## config.mk

```make
export PLATFORM = sky130hd
export DESIGN_NAME = wear_level_scanner
export DESIGN_NICKNAME = d
export VERILOG_FILES = /design/src/rtl/wl_pkg.sv /design/src/rtl/wl_minmax_acc.sv /design/src/rtl/wear_level_scanner.sv
export SDC_FILE = /design/constraint.sdc
export NUM_CORES = 1
export LEC_CHECK = 0
export ABC_AREA = 1
export CAP_MARGIN = 25
export CORE_AREA = 10 10 446 448
export DETAILED_ROUTE_END_ITERATION = 7
export DIE_AREA = 0 0 456 458
export PLACE_DENSITY_LB_ADDON = 0.05
export SYNTH_ARGS = -nofsm -noshare
export SYNTH_HDL_FRONTEND = slang
export SYNTH_SLANG_ARGS = --single-unit
```

## constraint.sdc

```tcl
create_clock -name clk -period 10.3 [get_ports clk]
set_input_delay 1.03 -clock clk [delete_from_list [all_inputs] [get_ports clk]]
set_output_delay 1.03 -clock clk [all_outputs]
set_load 0.02 [all_outputs]
```

## src/rtl/wl_pkg.sv

```systemverilog
// Shared definitions for the wear-level scanner: default count width,
// scanner FSM state encoding and the block-id width helper.
// Ports: none (package).
package wl_pkg;

  localparam int CNT_W_DEF = 16;

  typedef enum logic [1:0] {
    IDLE = 2'd0,
    SCAN = 2'd1,
    DONE = 2'd2
  } scan_state_e;

  // Width of a block index; never narrower than one bit.
  function automatic int blk_id_w(input int blocks);
    return (blocks > 1) ? $clog2(blocks) : 1;
  endfunction

endpackage

```

## src/rtl/wl_minmax_acc.sv

```systemverilog
// Min/max compare-accumulate registers for one scan pass.
// Ports: clr (reinitialise), in_vld/in_cnt/in_id (one eligible sample per cycle),
//        *_nxt (accumulator values including this cycle's sample).
import wl_pkg::*;

module wl_minmax_acc #(
  parameter int CNT_W = CNT_W_DEF,
  parameter int ID_W  = 6
) (
  input  logic             clk,
  input  logic             reset,
  input  logic             clr,
  input  logic             in_vld,
  input  logic [CNT_W-1:0] in_cnt,
  input  logic [ID_W-1:0]  in_id,
  output logic             found_nxt,
  output logic [ID_W-1:0]  id_nxt,
  output logic [CNT_W-1:0] min_nxt,
  output logic [CNT_W-1:0] max_nxt
);

  logic             found_q, found_d;
  logic [ID_W-1:0]  id_q,    id_d;
  logic [CNT_W-1:0] min_q,   min_d;
  logic [CNT_W-1:0] max_q,   max_d;

  always_comb begin
    found_d = found_q;
    id_d    = id_q;
    min_d   = min_q;
    max_d   = max_q;
    if (clr) begin
      found_d = 1'b0;
      id_d    = '0;
      min_d   = '1;
      max_d   = '0;
    end else if (in_vld) begin
      // Strict compares: an equal count never displaces an earlier (lower) index.
      if (!found_q || (in_cnt < min_q)) begin
        min_d = in_cnt;
        id_d  = in_id;
      end
      if (!found_q || (in_cnt > max_q)) begin
        max_d = in_cnt;
      end
      found_d = 1'b1;
    end
  end

  always_ff @(posedge clk) begin
    if (reset) begin
      found_q <= 1'b0;
      id_q    <= '0;
      min_q   <= '1;
      max_q   <= '0;
    end else begin
      found_q <= found_d;
      id_q    <= id_d;
      min_q   <= min_d;
      max_q   <= max_d;
    end
  end

  // The last block of a scan is folded in on the same edge the results load,
  // so the top consumes the next-state values rather than the registers.
  assign found_nxt = found_d;
  assign id_nxt    = id_d;
  assign min_nxt   = min_d;
  assign max_nxt   = max_d;

endmodule

```

## src/rtl/wear_level_scanner.sv

```systemverilog
// Sequential scan of the per-block erase-count table, one block per clock,
// reporting least-worn eligible block, min/max counts, spread and alarm.
// Ports: erase_count_flat/eligible_mask/spread_thresh (live inputs), scan_req,
//        busy, done (1-cycle pulse), found/min_block_id/min_count/max_count/spread/wear_alarm.
import wl_pkg::*;

module wear_level_scanner #(
  parameter int BLOCKS = 64,
  parameter int CNT_W  = CNT_W_DEF
) (
  input  logic                      clk,
  input  logic                      reset,
  input  logic [BLOCKS*CNT_W-1:0]   erase_count_flat,
  input  logic [BLOCKS-1:0]         eligible_mask,
  input  logic [CNT_W-1:0]          spread_thresh,
  input  logic                      scan_req,
  output logic                      busy,
  output logic                      done,
  output logic                      found,
  output logic [blk_id_w(BLOCKS)-1:0] min_block_id,
  output logic [CNT_W-1:0]          min_count,
  output logic [CNT_W-1:0]          max_count,
  output logic [CNT_W-1:0]          spread,
  output logic                      wear_alarm
);

  localparam int ID_W = blk_id_w(BLOCKS);
  // Explicit terminal index so non-power-of-2 block counts stop correctly.
  localparam logic [ID_W-1:0] LAST_IDX = ID_W'(BLOCKS - 1);

  scan_state_e      state_q, state_d;
  logic [ID_W-1:0]  idx_q,   idx_d;
  logic             found_q, found_d;
  logic [ID_W-1:0]  id_q,    id_d;
  logic [CNT_W-1:0] min_q,   min_d;
  logic [CNT_W-1:0] max_q,   max_d;
  logic [CNT_W-1:0] spread_q, spread_d;
  logic             alarm_q, alarm_d;

  logic             acc_clr;
  logic             acc_vld;
  logic             res_ld;
  logic [CNT_W-1:0] cur_cnt;
  logic             acc_found;
  logic [ID_W-1:0]  acc_id;
  logic [CNT_W-1:0] acc_min;
  logic [CNT_W-1:0] acc_max;
  logic [CNT_W-1:0] acc_spread;

  // Inputs are read live at the current index; no snapshot is taken.
  assign cur_cnt = erase_count_flat[idx_q*CNT_W +: CNT_W];

  wl_minmax_acc #(
    .CNT_W (CNT_W),
    .ID_W  (ID_W)
  ) u_acc (
    .clk       (clk),
    .reset     (reset),
    .clr       (acc_clr),
    .in_vld    (acc_vld),
    .in_cnt    (cur_cnt),
    .in_id     (idx_q),
    .found_nxt (acc_found),
    .id_nxt    (acc_id),
    .min_nxt   (acc_min),
    .max_nxt   (acc_max)
  );

  // max >= min whenever anything was found, so this never wraps when used.
  assign acc_spread = acc_max - acc_min;

  always_comb begin
    state_d = state_q;
    idx_d   = idx_q;
    acc_clr = 1'b0;
    acc_vld = 1'b0;
    res_ld  = 1'b0;
    case (state_q)
      IDLE: begin
        if (scan_req) begin
          state_d = SCAN;
          idx_d   = '0;
          acc_clr = 1'b1;
        end
      end
      SCAN: begin
        acc_vld = eligible_mask[idx_q];
        if (idx_q == LAST_IDX) begin
          state_d = DONE;
          res_ld  = 1'b1;
        end else begin
          idx_d = idx_q + ID_W'(1);
        end
      end
      DONE:    state_d = IDLE;
      default: state_d = IDLE;
    endcase
  end

  always_comb begin
    found_d  = found_q;
    id_d     = id_q;
    min_d    = min_q;
    max_d    = max_q;
    spread_d = spread_q;
    alarm_d  = alarm_q;
    if (res_ld) begin
      if (acc_found) begin
        found_d  = 1'b1;
        id_d     = acc_id;
        min_d    = acc_min;
        max_d    = acc_max;
        spread_d = acc_spread;
        alarm_d  = (acc_spread > spread_thresh);
      end else begin
        // Empty scan reports all-zero rather than the accumulator init values.
        found_d  = 1'b0;
        id_d     = '0;
        min_d    = '0;
        max_d    = '0;
        spread_d = '0;
        alarm_d  = 1'b0;
      end
    end
  end

  always_ff @(posedge clk) begin
    if (reset) begin
      state_q  <= IDLE;
      idx_q    <= '0;
      found_q  <= 1'b0;
      id_q     <= '0;
      min_q    <= '0;
      max_q    <= '0;
      spread_q <= '0;
      alarm_q  <= 1'b0;
    end else begin
      state_q  <= state_d;
      idx_q    <= idx_d;
      found_q  <= found_d;
      id_q     <= id_d;
      min_q    <= min_d;
      max_q    <= max_d;
      spread_q <= spread_d;
      alarm_q  <= alarm_d;
    end
  end

  assign busy         = (state_q == SCAN);
  assign done         = (state_q == DONE);
  assign found        = found_q;
  assign min_block_id = id_q;
  assign min_count    = min_q;
  assign max_count    = max_q;
  assign spread       = spread_q;
  assign wear_alarm   = alarm_q;

endmodule

```

# --- Word-level counts from Yosys, hierarchy flattened ---
# Cells that the tools add are included.
word_totals:
  regBits: 103
  input_bits: 1107
  out_inout_bits: 58
  wordCells: 62
classes:
  addsub: 2
  magnitude_cmp: 4
  n_eq_ne: 6
  shift: 1
  n_mux: 30
  reduce_logical: 7
op_table:
  columns: ["cell", "count"]
  rows:
  - ["1024-bit by 11-bit indexed part select with 16-bit output", 1]
  - ["16-bit two-way mux", 9]
  - ["6-bit two-way mux", 6]
  - ["16-bit > comparator", 2]
  - ["16-bit less-than comparator", 1]
  - ["16-bit subtractor", 1]
  - ["6-bit one-hot mux with 2 select lines", 1]
  - ["1-bit two-way mux", 10]
  - ["6-bit by 7-bit less-than comparator with 1-bit output, second input constant", 1]
  - ["6-bit by 1-bit adder with 6-bit output, second input constant", 1]
  - ["1-bit binary-select mux with 6-bit select", 1]
  - ["6-bit == test, second input constant", 1]
  - ["2-bit two-way mux", 2]
  - ["2-bit inequality test, second input constant", 2]
  - ["2-bit one-hot mux with 2 select lines", 1]
  - ["3-bit AND reduction", 1]
  - ["2-bit by 1-bit == test with 1-bit output, second input constant", 1]
  - ["2-bit == test, second input constant", 1]
  - ["2-bit zero test", 1]
  - ["1-bit logical OR", 2]
  - ["2-bit by 1-bit inequality test with 1-bit output, second input constant", 1]
  - ["2-bit AND reduction", 1]
  - ["2-bit nonzero test", 1]
  - ["1-bit zero test", 1]

# --- Logic depth before layout (Yosys ltp) ---
# Gate-level depths: netlist (run 1).
logic_depth:
  word_depth: 9
  ltp_mapped: 52
  depth_no_buf: 48

# --- Cells and area by module ---
# From an unflattened synthesis (run 1), not the netlist that was laid out.
unflattened:
  hier_cells: 3234
  hier_area_um2: 17077.6
by_module_without_submodules:
  columns: ["mod", "instances", "cells_each", "area_per_inst_um2", "seq_area_each_um2"]
  rows:
  - ["wear_level_scanner", 1, 2829, 14286.2, 1281.2]
  - ["wl_minmax_acc", 1, 405, 2791.4, 780.7]

# --- Worst setup path after synthesis (run 1) ---
# OpenSTA, ideal clock, no wires.
synth_timing:
  kind: "in2reg"
  start: "input erase_count_flat[547]"
  end: "register alarm_q (netlist: wear_alarm)"
  setup_ns: 0.070
  t_arrival_ns: 6.866
  required_time_ns: 10.230
  setup_slack_ns: 3.364
  stages: 41
  n_path_buf: 1
  path_cell_list: "o21ai_0 > o22ai_1 > o211ai_1 > nand3_1 > a22o_1 > a31oi_1 > inv_1 > ha_1 > a21oi_1 > o21a_1 > o221ai_1 > nand2_1 > nand2_1 > nand2_1 > nand2_1 > nand3_1 > inv_1 > clkbuf_2 > [5 not listed] > a21oi_1 > o21ai_1 > a21boi_0 > o21ai_1 > a21oi_1 > o21ai_1 > nand2_1 > nand2_1 > nand2_1 > nand2_1 > xor2_1 > ha_1 > nand2_1 > or4_1 > a31o_2 > a21oi_1 > nand2_1 > a21oi_1"
synth_between:
  elab_chain_cells: 9
  elab_cells_between_ends: 14
  classes_between: "1 x add/sub; 3 x order compare; 1 x shift; 7 x mux; 2 x reduce/logical"
synth_lines:
  columns: ["item", "line_no", "rtl"]
  rows:
  - ["start: declaration", "wear_level_scanner.sv:13", "input logic [BLOCKS*CNT_W-1:0] erase_count_flat,"]
  - ["1024-bit by 11-bit indexed part select with 16-bit output (*)", "wear_level_scanner.sv:51", "assign cur_cnt = erase_count_flat[idx_q*CNT_W +: CNT_W];"]
  - ["16-bit > comparator or 16-bit less-than comparator (tied branches)", "wl_minmax_acc.sv:43, wl_minmax_acc.sv:39", null]
  - ["1-bit logical OR, on equally long branches", "wl_minmax_acc.sv:43, wl_minmax_acc.sv:39", null]
  - ["16-bit two-way mux, on equally long branches", "wl_minmax_acc.sv:43, wl_minmax_acc.sv:39", null]
  - ["16-bit two-way mux", "wl_minmax_acc.sv:37", "end else if (in_vld) begin"]
  - ["16-bit two-way mux", "wl_minmax_acc.sv:32", "if (clr) begin"]
  - ["16-bit subtractor (*)", "wear_level_scanner.sv:70", "assign acc_spread = acc_max - acc_min;"]
  - ["16-bit > comparator (*)", "wear_level_scanner.sv:114", "alarm_d = (acc_spread > spread_thresh);"]
  - ["1-bit two-way mux (*)", "wear_level_scanner.sv:108", "if (acc_found) begin"]
  - ["end signal: assignment", "wear_level_scanner.sv:145", "alarm_q <= alarm_d;"]
  - ["end: declaration", "wear_level_scanner.sv:38", "logic alarm_q, alarm_d;"]
# Mark *: on every way between the ends. The rest lies on a longest branch, timed or not.
# A chain may end at the register's enable or synchronous reset.

# --- Worst setup path in the final report (run 1) ---
layout_timing:
  start: "register idx_q[0]"
  end: "register alarm_q (netlist: wear_alarm)"
layout_between:
  elab_chain_cells: 9
  elab_cells_between_ends: 22
  classes_between: "1 x add/sub; 3 x order compare; 1 x eq/ne; 1 x shift; 14 x mux; 2 x reduce/logical"
layout_lines:
  columns: ["item", "line_no", "rtl"]
  rows:
  - ["start: declaration", "wear_level_scanner.sv:32", "logic [ID_W-1:0] idx_q, idx_d;"]
  - ["start signal: assignment", "wear_level_scanner.sv:139", "idx_q <= idx_d;"]
  - ["1024-bit by 11-bit indexed part select with 16-bit output", "wear_level_scanner.sv:51", null]
  - ["16-bit > comparator or 16-bit less-than comparator (tied branches)", "wl_minmax_acc.sv:43, wl_minmax_acc.sv:39", null]
  - ["1-bit logical OR, on equally long branches", "wl_minmax_acc.sv:43, wl_minmax_acc.sv:39", null]
  - ["16-bit two-way mux, on equally long branches", "wl_minmax_acc.sv:43, wl_minmax_acc.sv:39", null]
  - ["16-bit two-way mux", "wl_minmax_acc.sv:37", null]
  - ["16-bit two-way mux", "wl_minmax_acc.sv:32", null]
  - ["16-bit subtractor", "wear_level_scanner.sv:70", null]
  - ["16-bit > comparator", "wear_level_scanner.sv:114", null]
  - ["1-bit two-way mux", "wear_level_scanner.sv:108", null]
# Several ways; a longest one is shown, not always the timed one. The select of a mux whose other input is x is not followed.

==> impl_metrics.ini, run 1 <==
[status]
run_status = completed

[synth]
ys_types = 53
synth_edf_count = 0
synth_top_family_by_area = compound AO/OA/AOI/OAI gates
synth_async_sr_flop_share = 0
synth-adder-area-share = 0.0524
syn-num-nets = 3931
synth-simple-area-share = 0.307
syn_area_um2 = 15400
synth_seq_cells = 103
synthMuxAreaShare = 0
synth_compound_area_frac = 0.382
synth_area_leaders = o21ai_0 (17%), nor2_1 (14%), dfxtp_1 (13%)
synth_ff_type = dfxtp_1
ys_seq_area_frac = 0.134
yosysWarnings = 0
synthXorXnorAreaFrac = 0.00738
synth_top_area_frac = 0.173
syn-instance-count = 2760
syn_avg_cell_area_um2 = 5.59
yosysTopAreaCell = o21ai_0

[finish]
finalInstanceArea_um2 = 30200
syn2layout_area_growth_pct = 95.6
final_cell_mix = clkdlybuf4s50_1 (1,163), nor2_1 (588), o21ai_0 (532), nand2_1 (385), o22ai_1 (158)
final_util = 0.159
regArea_um2 = 2070
drive_gt1_frac = 0.0354
multiInputGateArea_um2 = 11600
final_nets = 4926
n_fill_cell = 22000
mostFrequentLayoutCell = clkdlybuf4s50_1

[critical_path]
cp-start-kind = flop
cp_num_cells = 39
critPathTopFamily = compound AO/OA/AOI/OAI gates
critical_path_buf_inv_count = 4
worstReg2RegStart = idx_q[0]
worst-setup-path-type = reg -> reg
end_kind = flop
r2r-end = wear_alarm
cp_max_fo = 89
r2r_cells = 39
startpoint = idx_q[0]
slowest_delay_ps = 690
crit_required_ps = 10610
cp_slowest_cell = o21ai_0
reg2reg_slack_ps = 1370
path_common_cell = nand2_1
setup.worst_path.end = wear_alarm
crit_arrival_ps = 9250

[detailed_routing]
drcViolationCount = 0
wl_met2_um = 111000
wl_per_cell_um = 32.7
dr.pass1.iters = 5
met1_length_um = 83400
via_count = 24400
dr.first_iter.drc_count = 1576
via_per_inst = 3.88
wl_met3_um = 7820
routed.top_layer = met5
routed_wl_um = 206000
antenna_left = 0

[worst_hold_path]
min_path_type = reg -> reg

[timing]
setup_viol = 0
worst_pin_slew_ps = 953
slew_headroom = 0.364
finalSetupTns_ps = 0
final_max_slew_viol_count = 0
fin_skew_ps = 18.7
rsz0062_at_grt = no
finalCritPeriodShare = 0.867
fmax_ghz = 0.112
final-hold-violation-count = 0
fin_crit_ps = 8930

[floorplanning]
start_util = 0.0814
pin_count = 1165
coreArea_um2 = 190000
die_h_um = 458
num_rows = 160
die_x_um = 456
die_area_um2 = 209000

[clock_tree]
cts_root_buf = clkbuf_16
htreeDepth = 3
cts_made_buffers = 9
ctsResizeCount = 0
hold_buffers = 0
post-cts-setup-buffer-count = 0
cts_tree = yes
cts.sinks = 103
clk_pin_slew_ps = 90
clk_latency_ps = 390
clockBufferDepth = 2

[place]
gp_congestion = 0.820
portBuffers = 1164
hpwl_um = 173000
place_area_um2 = 29800

[pwr]
total_power_w = 0.00205
leakage_nw = 10.9
vdd_drop_max_mv = 0.0679
power_density_nw_per_um2 = 67.8

[global_routing]
grt_remaining_overflow = 0
grt_first_pass_wirelength_um = 265000
grt_max_degree = 108
grt_use_total = 0.187
grt_antenna_before_repair = 115
grt_pass1_vias = 25400

[job]
max-cap-violations = 0
## flip-flops by register name, summed over array words and instances, names as in the netlist
register       cells
max_count         16
min_count         16
spread            16
u_acc.max_q       16
u_acc.min_q       16
idx_q              6
min_block_id       6
u_acc.id_q         6
state_q            2
found              1
u_acc.found_q      1
wear_alarm         1
## metal layers
| layer | vias up | GRT usage |
|---|---|---|
| li1 | 11700 | - |
| met1 | 11700 | 0.218 |
| met4 | 22 | 0.0261 |
| met5 | - | 0 |
| met3 | 208 | 0.0259 |
| met2 | 767 | 0.365 |
## power breakdown
part	total [W]	switching [W]	leakage [nW]	internal, W
clock	0.000377	0.000207	0.140	0.000170
combinational	0.00125	0.000664	9.94	0.000589
sequential	0.000415	0.00000888	0.836	0.000407
## through the flow
stage	worst slack, ps	instances	hold WS, ps
after floorplan	3360	2760	467
after CTS	1080	6271	472
after global placement	962	6254	462
after global routing	378	6284	488
after detailed placement	965	6255	460
final	1370	6295	469
## worst min path at each step
stage / start / endpoint / slack [ps] / cells after the start
after floorplan: u_acc.id_q[0] / u_acc.id_q[0] / 470 / 2
after global placement: spread[9] / spread[9] / 460 / 2
after detailed placement: min_count[3] / min_count[3] / 460 / 2
after CTS: min_count[3] / min_count[3] / 470 / 2
after global routing: spread[10] / spread[10] / 490 / 2
final: min_count[3] / min_count[3] / 470 / 2
## cell type report
| class | count | area share |
|---|---|---|
| Antenna cell | 24 | 0.00199 |
| Clock buffer | 9 | 0.00747 |
| Clock inverter | 7 | 0.00203 |
| Inverter | 154 | 0.0199 |
| Multi-Input combinational cell | 2248 | 0.384 |
| Sequential cell | 103 | 0.0688 |
| Tap cell | 2511 | 0.104 |
| Timing Repair Buffer | 1239 | 0.412 |
## Yosys cell counts, types with 12 or more instances
master      n
o211ai_1   34
buf_2      97
nor3_1     16
a32o_1     20
inv_1     147
nand3_1   135
nand4_1    28
clkbuf_1  128
dfxtp_1   103
buf_4      15
nand2_1   385
o21ai_1    19
o22ai_1   158
nor2_1    589
a21oi_1    97
ha_1       63
o221ai_1   96
o21ai_0   532
buf_6      12
## cells by family (layout without fill, tap and decap cells)
| logic type | Yosys count | in the layout |
|---|---|---|
| other | 0 | 24 |
| buffers and inverters | 409 | 1409 |
| DFF | 103 | 103 |
| xor gates and xnor gates | 13 | 13 |
| adders and majority gates | 64 | 64 |
| AOI/OAI and AO/OA | 998 | 998 |
| and+or+nand+nor | 1173 | 1173 |
## worst min-delay path, stage by stage, from the launching register on
cell,delay (ps)
dfxtp_1,310
nand2_1,60
a21oi_1,50
Power figures use the tool's default switching activity.
==> run 2, diff against run 1 <==
--- a/config.mk
+++ b/config.mk
@@ -6,10 +6,9 @@
 export NUM_CORES = 1
 export LEC_CHECK = 0
 export ABC_AREA = 1
-export CAP_MARGIN = 25
-export CORE_AREA = 10 10 446 448
+export CORE_AREA = 2 2 451 453
 export DETAILED_ROUTE_END_ITERATION = 7
-export DIE_AREA = 0 0 456 458
+export DIE_AREA = 0 0 453 455
 export PLACE_DENSITY_LB_ADDON = 0.05
 export SYNTH_ARGS = -nofsm -noshare
 export SYNTH_HDL_FRONTEND = slang
==> run 2 against run 1 <==
Against the previous run: total power increased by 1.2%; global-route usage decreased by 0.49 points; sequential cell count unchanged; utilization decreased by 0.84 points; routed wire length decreased by 3.9%; non-clock buffer count decreased by 5; combinational power about the same; critical endpoint unchanged; largest cell class unchanged; largest power group unchanged; highest routed layer unchanged.
==> impl_metrics.ini, run 2 (synthesis results as in run 1) <==
[floorplanning]
die_x_um = 453
die_area_um2 = 206000
num_rows = 165
pin_count = 1165
start_util = 0.0766
die_h_um = 455
coreArea_um2 = 201000

[critical_path]
path_common_cell = nand2_1
critical_path_buf_inv_count = 2
cp-start-kind = input pin
slowest_delay_ps = 950
cp_max_fo = 17
crit_arrival_ps = 9450
critPathTopFamily = compound AO/OA/AOI/OAI gates
cp_slowest_cell = o21ai_0
worst-setup-path-type = in -> reg
crit_required_ps = 10560
end_kind = flop

[clock_tree]
ctsResizeCount = 0
cts_tree = yes
clockBufferDepth = 2
clk_latency_ps = 410
cts_root_buf = clkbuf_16
hold_buffers = 0
cts_made_buffers = 9
cts.sinks = 103
post-cts-setup-buffer-count = 0
clk_pin_slew_ps = 90
htreeDepth = 3

[place]
gp_congestion = 0.849
portBuffers = 1164
place_inst = 6411
place_area_um2 = 30000
hpwl_um = 164000

[timing]
final-hold-violation-count = 0
fin_skew_ps = 26.4
finalSetupTns_ps = 0
rsz0062_at_grt = no
worst_pin_slew_ps = 1220
final_max_slew_viol_count = 0
finalCritPeriodShare = 0.892
slew_headroom = 0.179
fmax_ghz = 0.109
setup_viol = 0
fin_crit_ps = 9190

[detailed_routing]
via_per_inst = 3.79
drcViolationCount = 0
dr.first_iter.drc_count = 1425
dr.pass1.iters = 7
via_count = 24400
routed_wl_um = 198000
antenna_left = 0
wl_per_cell_um = 30.7

[global_routing]
grt_pass1_vias = 25200
grt_use_total = 0.182
grt_first_pass_wirelength_um = 253000
grt_antenna_before_repair = 96
grt_remaining_overflow = 0
grt_max_degree = 134

[pwr]
leakage_nw = 10.9
total_power_w = 0.00207
vdd_drop_max_mv = 0.0784
power_density_nw_per_um2 = 68.2

[finish]
final_nets = 4921
finalInstanceArea_um2 = 30300
drive_gt1_frac = 0.0344
final_cells = 6450
mostFrequentLayoutCell = clkdlybuf4s50_1
final_cell_mix = clkdlybuf4s50_1 (1,163), nor2_1 (588), o21ai_0 (532), nand2_1 (384), o22ai_1 (158)
syn2layout_area_growth_pct = 96.7

[job]
max-cap-violations = 0

[status]
run_status = completed

[worst_hold_path]
min_path_type = reg -> reg
## run 2: cell type report
class	instances	area [µm²]
Antenna cell	23	57.6
Multi-Input combinational cell	2248	11600
Inverter	154	599
Sequential cell	103	2070
Fill cell	23500	171000
Clock buffer	9	225
Timing Repair Buffer	1234	12400
Clock inverter	7	82.6
Tap cell	2672	3340
## run 2: power breakdown
group / internal, W / switching, W / total, W
logic: 0.000588 / 0.000673 / 0.00126
clock network: 0.000176 / 0.000216 / 0.000391
registers: 0.000407 / 0.0000107 / 0.000417
## run 2: metal layers
| layer | share of wire | vias to the layer above | global-route usage |
|---|---|---|---|
| met1 | 0.42 | 11800 | 0.219 |
| met5 | 0.0013 | - | 0 |
| li1 | - | 11700 | - |
| met3 | 0.040 | 174 | 0.0271 |
| met4 | 0.011 | 38 | 0.0191 |
| met2 | 0.53 | 697 | 0.346 |
## run 2: worst register-to-register path: cells and delay by family, from the launching register on
family | cells | cell delay, ps
AOI/OAI and AO/OA | 18 | 4010
xor gates and xnor gates | 1 | 90
adders and majority gates | 3 | 1280
buffers and inverters | 3 | 890
DFF | 1 | 570
and+or+nand+nor | 15 | 2020
## run 2: through the flow
stage	worst slack (ps)	utilization	hold WS, ps
floorplan	3360	-	467
global placement	596	0.149	457
detailed placement	534	0.149	458
CTS	955	0.150	474
global route	353	0.151	490
finish	1110	0.151	471
## run 2: worst paths after layout
kind / startpoint / to / slack, ps / cells past startpoint
setup / recovery: erase_count_flat[9] / wear_alarm / 1110 / 39
setup reg to reg: idx_q[0] / wear_alarm / 1270 / 40
hold / removal: min_count[11] / min_count[11] / 470 / 2
hold reg to reg: min_count[11] / min_count[11] / 470 / 2
